$ cat src/rtl/wb_ext_cpu_bridge_pkg.sv
// rtl/wb_ext_cpu_bridge_pkg.sv - shared types and lane helpers for the external CPU bridge
package wb_ext_cpu_bridge_pkg;

  typedef enum logic [1:0] {
    ST_IDLE    = 2'd0,
    ST_RD      = 2'd1,
    ST_RD_HOLD = 2'd2,
    ST_WR      = 2'd3
  } state_t;

  localparam int unsigned EXT_AW        = 13;
  localparam logic [7:0]  ERR_READ_BYTE = 8'hFF;

  // Big-endian lane numbering: byte address 0 lives on bits [31:24].
  function automatic logic [3:0] lane_sel(input logic [1:0] a);
    logic [3:0] s;
    case (a)
      2'd0:    s = 4'b1000;
      2'd1:    s = 4'b0100;
      2'd2:    s = 4'b0010;
      default: s = 4'b0001;
    endcase
    return s;
  endfunction

  function automatic logic [7:0] lane_byte(input logic [31:0] word, input logic [1:0] a);
    logic [7:0] b;
    case (a)
      2'd0:    b = word[31:24];
      2'd1:    b = word[23:16];
      2'd2:    b = word[15:8];
      default: b = word[7:0];
    endcase
    return b;
  endfunction

endpackage

$ cat src/rtl/wb_ext_cpu_bridge_if.sv
// rtl/wb_ext_cpu_bridge_if.sv - Wishbone bus bundle between the bridge and the conbus
interface wb_ext_cpu_bridge_if;
  logic [31:0] adr;
  logic [31:0] dat_w;
  logic [31:0] dat_r;
  logic [3:0]  sel;
  logic        we;
  logic        cyc;
  logic        stb;
  logic        ack;

  modport master (output adr, dat_w, sel, we, cyc, stb, input dat_r, ack);
  modport slave  (input adr, dat_w, sel, we, cyc, stb, output dat_r, ack);
endinterface

$ cat src/rtl/wb_ext_cpu_bridge_ext_bus_sync.sv
// rtl/wb_ext_cpu_bridge_ext_bus_sync.sv - synchronizers and strobe edge detection for the host bus
module wb_ext_cpu_bridge_ext_bus_sync (
  input  logic clk,
  input  logic reset,
  input  logic ncs,
  input  logic noe,
  input  logic nwe,
  output logic ncs_s,
  output logic noe_s,
  output logic nwe_s,
  output logic rd_start,
  output logic wr_end
);

  // Bit order {ncs, noe, nwe}; idle level of every strobe is high.
  logic [2:0] meta;
  logic [2:0] sync;
  logic       rd_prev;
  logic       nwe_prev;

  always_ff @(posedge clk) begin
    if (reset) begin
      meta     <= 3'b111;
      sync     <= 3'b111;
      rd_prev  <= 1'b0;
      nwe_prev <= 1'b1;
    end else begin
      meta     <= {ncs, noe, nwe};
      sync     <= meta;
      rd_prev  <= ~sync[2] & ~sync[1];
      nwe_prev <= sync[0];
    end
  end

  assign ncs_s    = sync[2];
  assign noe_s    = sync[1];
  assign nwe_s    = sync[0];
  assign rd_start = ~ncs_s & ~noe_s & ~rd_prev;
  assign wr_end   = nwe_s & ~nwe_prev & ~ncs_s;

endmodule

$ cat src/rtl/wb_ext_cpu_bridge.sv
// rtl/wb_ext_cpu_bridge.sv - external 8-bit host bus to single 32-bit Wishbone cycles
module wb_ext_cpu_bridge
  import wb_ext_cpu_bridge_pkg::*;
#(
  parameter logic [31:0] base_addr      = 32'h40000000,
  parameter int unsigned timeout_cycles = 255
) (
  input  logic              clk,
  input  logic              reset,
  input  logic [EXT_AW-1:0] ext_addr,
  input  logic [7:0]        ext_data_i,
  output logic [7:0]        ext_data_o,
  output logic              ext_data_oe,
  input  logic              ext_ncs,
  input  logic              ext_noe,
  input  logic              ext_nwe,
  output logic              ext_nwait,
  output logic              timeout_o,
  wb_ext_cpu_bridge_if.master wb
);

  localparam logic [15:0] TIMEOUT_LAST = 16'(timeout_cycles - 1);

  logic   ncs_s;
  logic   noe_s;
  logic   nwe_s;
  logic   rd_start;
  logic   wr_end;
  logic   host_reading;
  logic   expired;
  state_t state;
  logic [15:0] cnt;

  wb_ext_cpu_bridge_ext_bus_sync u_sync (
    .clk      (clk),
    .reset    (reset),
    .ncs      (ext_ncs),
    .noe      (ext_noe),
    .nwe      (ext_nwe),
    .ncs_s    (ncs_s),
    .noe_s    (noe_s),
    .nwe_s    (nwe_s),
    .rd_start (rd_start),
    .wr_end   (wr_end)
  );

  assign host_reading = ~ncs_s & ~noe_s;
  assign expired      = (cnt == TIMEOUT_LAST);

  always_ff @(posedge clk) begin
    if (reset) begin
      state       <= ST_IDLE;
      cnt         <= 16'd0;
      wb.adr      <= 32'd0;
      wb.dat_w    <= 32'd0;
      wb.sel      <= 4'd0;
      wb.we       <= 1'b0;
      wb.cyc      <= 1'b0;
      wb.stb      <= 1'b0;
      ext_data_o  <= 8'd0;
      ext_data_oe <= 1'b0;
      ext_nwait   <= 1'b1;
      timeout_o   <= 1'b0;
    end else begin
      timeout_o <= 1'b0;
      case (state)
        ST_IDLE: begin
          ext_data_oe <= 1'b0;
          ext_nwait   <= 1'b1;
          // A write completing in the same clock as a read start wins;
          // the read is retried by the host on its next strobe.
          if (wr_end) begin
            wb.adr    <= {base_addr[31:EXT_AW], ext_addr};
            wb.sel    <= lane_sel(ext_addr[1:0]);
            wb.dat_w  <= {4{ext_data_i}};
            wb.we     <= 1'b1;
            wb.cyc    <= 1'b1;
            wb.stb    <= 1'b1;
            ext_nwait <= 1'b0;
            cnt       <= 16'd0;
            state     <= ST_WR;
          end else if (rd_start) begin
            wb.adr    <= {base_addr[31:EXT_AW], ext_addr};
            wb.sel    <= lane_sel(ext_addr[1:0]);
            wb.we     <= 1'b0;
            wb.cyc    <= 1'b1;
            wb.stb    <= 1'b1;
            ext_nwait <= 1'b0;
            cnt       <= 16'd0;
            state     <= ST_RD;
          end
        end

        ST_WR: begin
          if (wb.ack || expired) begin
            wb.cyc    <= 1'b0;
            wb.stb    <= 1'b0;
            wb.we     <= 1'b0;
            ext_nwait <= 1'b1;
            timeout_o <= ~wb.ack;
            state     <= ST_IDLE;
          end else begin
            cnt <= cnt + 16'd1;
          end
        end

        ST_RD: begin
          // The bus cycle always runs to ack or timeout; if the host already
          // let go, the data is simply never driven onto the pads.
          if (wb.ack || expired) begin
            wb.cyc      <= 1'b0;
            wb.stb      <= 1'b0;
            ext_nwait   <= 1'b1;
            ext_data_o  <= wb.ack ? lane_byte(wb.dat_r, wb.adr[1:0]) : ERR_READ_BYTE;
            timeout_o   <= ~wb.ack;
            ext_data_oe <= host_reading;
            state       <= host_reading ? ST_RD_HOLD : ST_IDLE;
          end else begin
            cnt <= cnt + 16'd1;
          end
        end

        ST_RD_HOLD: begin
          ext_data_oe <= host_reading;
          if (!host_reading) begin
            state <= ST_IDLE;
          end
        end

        default: state <= ST_IDLE;
      endcase
    end
  end

endmodule

$ cat src/flat_wrapper.sv
// flat-port wrapper written by rule: the top's interface ports become plain ports
module wb_ext_cpu_bridge_flat import wb_ext_cpu_bridge_pkg::*;
#(
  parameter logic [31:0] base_addr      = 32'h40000000,
  parameter int unsigned timeout_cycles = 255
)
  (clk, reset, ext_addr, ext_data_i, ext_data_o, ext_data_oe, ext_ncs, ext_noe, ext_nwe, ext_nwait, timeout_o, wb_adr, wb_dat_w, wb_sel, wb_we, wb_cyc, wb_stb, wb_dat_r, wb_ack);
  wb_ext_cpu_bridge_if wb_i ();
  input  logic clk;
  input  logic reset;
  input  logic [EXT_AW-1:0] ext_addr;
  input  logic [7:0] ext_data_i;
  output logic [7:0] ext_data_o;
  output logic ext_data_oe;
  input  logic ext_ncs;
  input  logic ext_noe;
  input  logic ext_nwe;
  output logic ext_nwait;
  output logic timeout_o;
  output wire logic [$bits(wb_i.adr)-1:0] wb_adr;
  output wire logic [$bits(wb_i.dat_w)-1:0] wb_dat_w;
  output wire logic [$bits(wb_i.sel)-1:0] wb_sel;
  output wire logic [$bits(wb_i.we)-1:0] wb_we;
  output wire logic [$bits(wb_i.cyc)-1:0] wb_cyc;
  output wire logic [$bits(wb_i.stb)-1:0] wb_stb;
  input wire logic [$bits(wb_i.dat_r)-1:0] wb_dat_r;
  input wire logic [$bits(wb_i.ack)-1:0] wb_ack;
  assign wb_adr = wb_i.adr;
  assign wb_dat_w = wb_i.dat_w;
  assign wb_sel = wb_i.sel;
  assign wb_we = wb_i.we;
  assign wb_cyc = wb_i.cyc;
  assign wb_stb = wb_i.stb;
  assign wb_i.dat_r = wb_dat_r;
  assign wb_i.ack = wb_ack;
  wb_ext_cpu_bridge #(.base_addr(base_addr), .timeout_cycles(timeout_cycles)) u_core (.clk(clk), .reset(reset), .ext_addr(ext_addr), .ext_data_i(ext_data_i), .ext_data_o(ext_data_o), .ext_data_oe(ext_data_oe), .ext_ncs(ext_ncs), .ext_noe(ext_noe), .ext_nwe(ext_nwe), .ext_nwait(ext_nwait), .timeout_o(timeout_o), .wb(wb_i));
endmodule
$ cat config.mk
export PLATFORM = sky130hd
export DESIGN_NAME = wb_ext_cpu_bridge_flat
export DESIGN_NICKNAME = d
export VERILOG_FILES = /design/src/rtl/wb_ext_cpu_bridge_pkg.sv /design/src/rtl/wb_ext_cpu_bridge_if.sv /design/src/rtl/wb_ext_cpu_bridge_ext_bus_sync.sv /design/src/rtl/wb_ext_cpu_bridge.sv /design/src/flat_wrapper.sv
export SDC_FILE = /design/constraint.sdc
export NUM_CORES = 1
export LEC_CHECK = 0
export CORE_UTILIZATION = 40
export DETAILED_ROUTE_END_ITERATION = 10
export HOLD_SLACK_MARGIN = 0.1
export PLACE_DENSITY = 0.72
export SLEW_MARGIN = 20
export SYNTH_ARGS = -nofsm -noshare
export SYNTH_HDL_FRONTEND = slang
export SYNTH_SLANG_ARGS = --single-unit
$ cat constraint.sdc
create_clock -name clk -period 2.2 [get_ports clk]
set_input_delay 0.33 -clock clk [delete_from_list [all_inputs] [get_ports clk]]
set_output_delay 0.33 -clock clk [all_outputs]
set_load 0.01 [all_outputs]
==> impl_metrics.ini <==
[pwr]
p_sw_uw = 888
p_per_area_nw_per_um2 = 666
p_int_uw = 2210
pwr-share-clk_pct = 37.2
power_frac_seq_pct = 40.6
peakVddDrop_uv = 353
swShare_pct = 28.7
share_comb_of_total_power_pct = 22.2
p_leak_uw = 0.00165

[cts]
cts_buffer_depth = 2
ctsHtreeMaxLevel = 3
clk_pin_slew_ns = 0.08
cts_tree = built
cts-buffers-inserted = 9
clk_latency_ns = 0.34
clock-sinks = 65
cts_root_buf = clkbuf_8

[floorplan]
fp-row-count = 32
die_w_um = 92.6
coreArea_um2 = 7850
die-area_um2 = 8580
io_pins = 141
start_util_pct = 41.9
fp.dieH_um = 92.6

[layout]
fin_nets = 557
layout_commonest_cell = clkdlybuf4s50_1
diodes = 0
drive_above_1_share_pct = 12.1
area_growth_pct = 41.6
layout_common_cells = clkdlybuf4s50_1, dfxtp_1, nand2_1
layoutNonFillerInstCount = 597
fill_cells = 694

[route]
drc = 0
drtPass1Iterations = 5
ant_nets = 0
vias = 3119
drtIter0Drc = 198
wire_per_inst_um = 14.3
finalWirelength_um = 8560
vias_per_cell = 5.22

[sta]
drv_slew = 0
fin_crit_ns = 2.04
maxSlewHeadroom_pct = 58.5
post-route-period-util_pct = 92.6
setup_viol = 0
max_freq_ghz = 0.491
setup_tns_ns = 0
rsz0062_at_grt = no
hold_viol = 0
finalClockSkew_ns = 0.0108
tightest_slew_ns = 0.620

[synthesis]
ys.flop_type = dfxtp_1
netlist_area_um2 = 3290
yosysTopAreaCellShare_pct = 39.6
yosysWarnings = 0
ys_top_cells_by_area = dfxtp_1, buf_4, nand2_1
ys_ff_latch = 65
synthArstFlopShare_pct = 0
syn_area_per_cell_um2 = 8.51
synthCells = 386
synth_top_area_cell = dfxtp_1
yosysUniqueCellTypes = 50
synth-edff-count = 0
yosysSeqAreaShare_pct = 39.6

[min_path]
min-delay-path-class = in -> reg

[placed_design]
gp_congestion = 0.901
port_buffers = 122
dp_cells = 581
hpwl_um = 6260

[status]
status = completed

[critical_path]
critPathLaunchType = flop
timing.reg2reg.setup_slack_ns = 0.16
end_kind = flop
critical_path_class = reg -> reg
cp_data_required_time_ns = 2.42
crit_path_max_fanout = 5
arrival_ns = 2.26

[global_routing]
grt_start_max_net_pins = 26
grt-ovfl-total = 0
grt_usage_pct = 20.5
antenna_found_initial = 0
grt_pass1_vias = 2882
grt_pass1_wl_um = 13900

[flow_run]
max-cap-violations = 0
cell usage after synthesis, drive strengths merged (2+ instances only):
cell type	n
inv	5
mux4	8
a41oi	3
o21ai	9
ha	8
a21oi	39
mux2i	2
and3	6
nand2	58
dfxtp	65
a31oi	4
o311ai	7
o31ai	6
nor3	24
or2	8
nor2	26
and4	4
buf	48
nand4	8
nand3	7
a311oi	2
nand3b	2
clkbuf	15
a31o	2
power groups by stage:
stage          logic [uW]  clock network [uW]  registers (uW)
2_1_floorplan         367                   0            1300
3_3_place_gp          671                   0            1280
3_5_place_dp          675                   0            1280
4_1_cts               679                1170            1260
5_1_grt               757                1240            1260
6_report              689                1150            1260
area by class of cell:
cell class / count / area (um2) / area share [%]
inverter: 6 / 22.5 / 0.484
clock buffer: 9 / 124 / 2.66
timing repair buffer: 139 / 1340 / 28.9
sequential: 65 / 1300 / 28.0
multi-input combinational: 269 / 1630 / 35.0
clock inverter: 7 / 103 / 2.21
tap: 102 / 128 / 2.74
final timing paths:
path	startpoint	endpoint	depth (start not counted)
setup / recovery	u_core.cnt[0]	u_core.cnt[5]	8
hold / removal	reset	u_core.cnt[0]	2
setup reg to reg	u_core.cnt[0]	u_core.cnt[5]	8
hold reg to reg	u_core.u_sync.meta[1]	u_core.u_sync.sync[1]	1
metrics by stage:
step	total power (uW)	hold WS, ns	cell area (um2)	setup slack [ns]	util [%]
after global placement	1950	0.396	4410	0.240	56.2
after global routing	3260	0.357	4650	0.00946	59.3
final	3100	0.349	4650	0.163	59.3
after detailed placement	1960	0.394	4410	0.0438	56.2
after CTS	3110	0.342	4640	0.0229	59.1
after floorplan	1670	0.389	3350	0.259	-
layer usage:
layer / routed length (um) / vias to the layer above / global-route usage [%]
li1: - / 1520 / -
met1: 3590 / 1439 / 26.6
met2: 4180 / 148 / 32.9
met3: 650 / 12 / 4.27
met4: 138 / 0 / 8.97
met5: 0 / - / 0
state kept, by name, indices dropped and copies added, names as in the netlist, 2 cells and up:
signal,cells
u_core.wb.sel,4
u_core.state,2
u_core.wb.dat_w,8
u_core.u_sync.sync,3
u_core.wb.adr,14
u_core.u_sync.meta,3
u_core.ext_data_o,8
u_core.cnt,16
worst max-delay path, stage by stage, from the launching register on:
cell and delay [ns]:
dfxtp_1 0.39, inv_1 0.08, ha_1 0.19, nor4b_2 0.16, and4_1 0.23, o21ai_0 0.27
buf_4 0.20, a41oi_1 0.11, a311oi_1 0.28
what timing repair did:
| item | CTS | global route |
|---|---|---|
| buffers inserted | 0 | 0 |
| hold endpoints to repair | 0 | 0 |
| gates resized for setup | 0 | 4 |
| hold buffers | 0 | 0 |
| endpoints found under the setup margin | 0 | 10 |
cells by family after synthesis:
family,count (synthesis),synth area share (%)
AOI/OAI and AO/OA,83,16.0
adders and majority gates,8,3.05
buffers and inverters,69,13.1
DFF,65,39.6
muxes,10,6.09
other,1,0.114
and+or+nand+nor,150,22.0
Power figures use the tool's default switching activity.
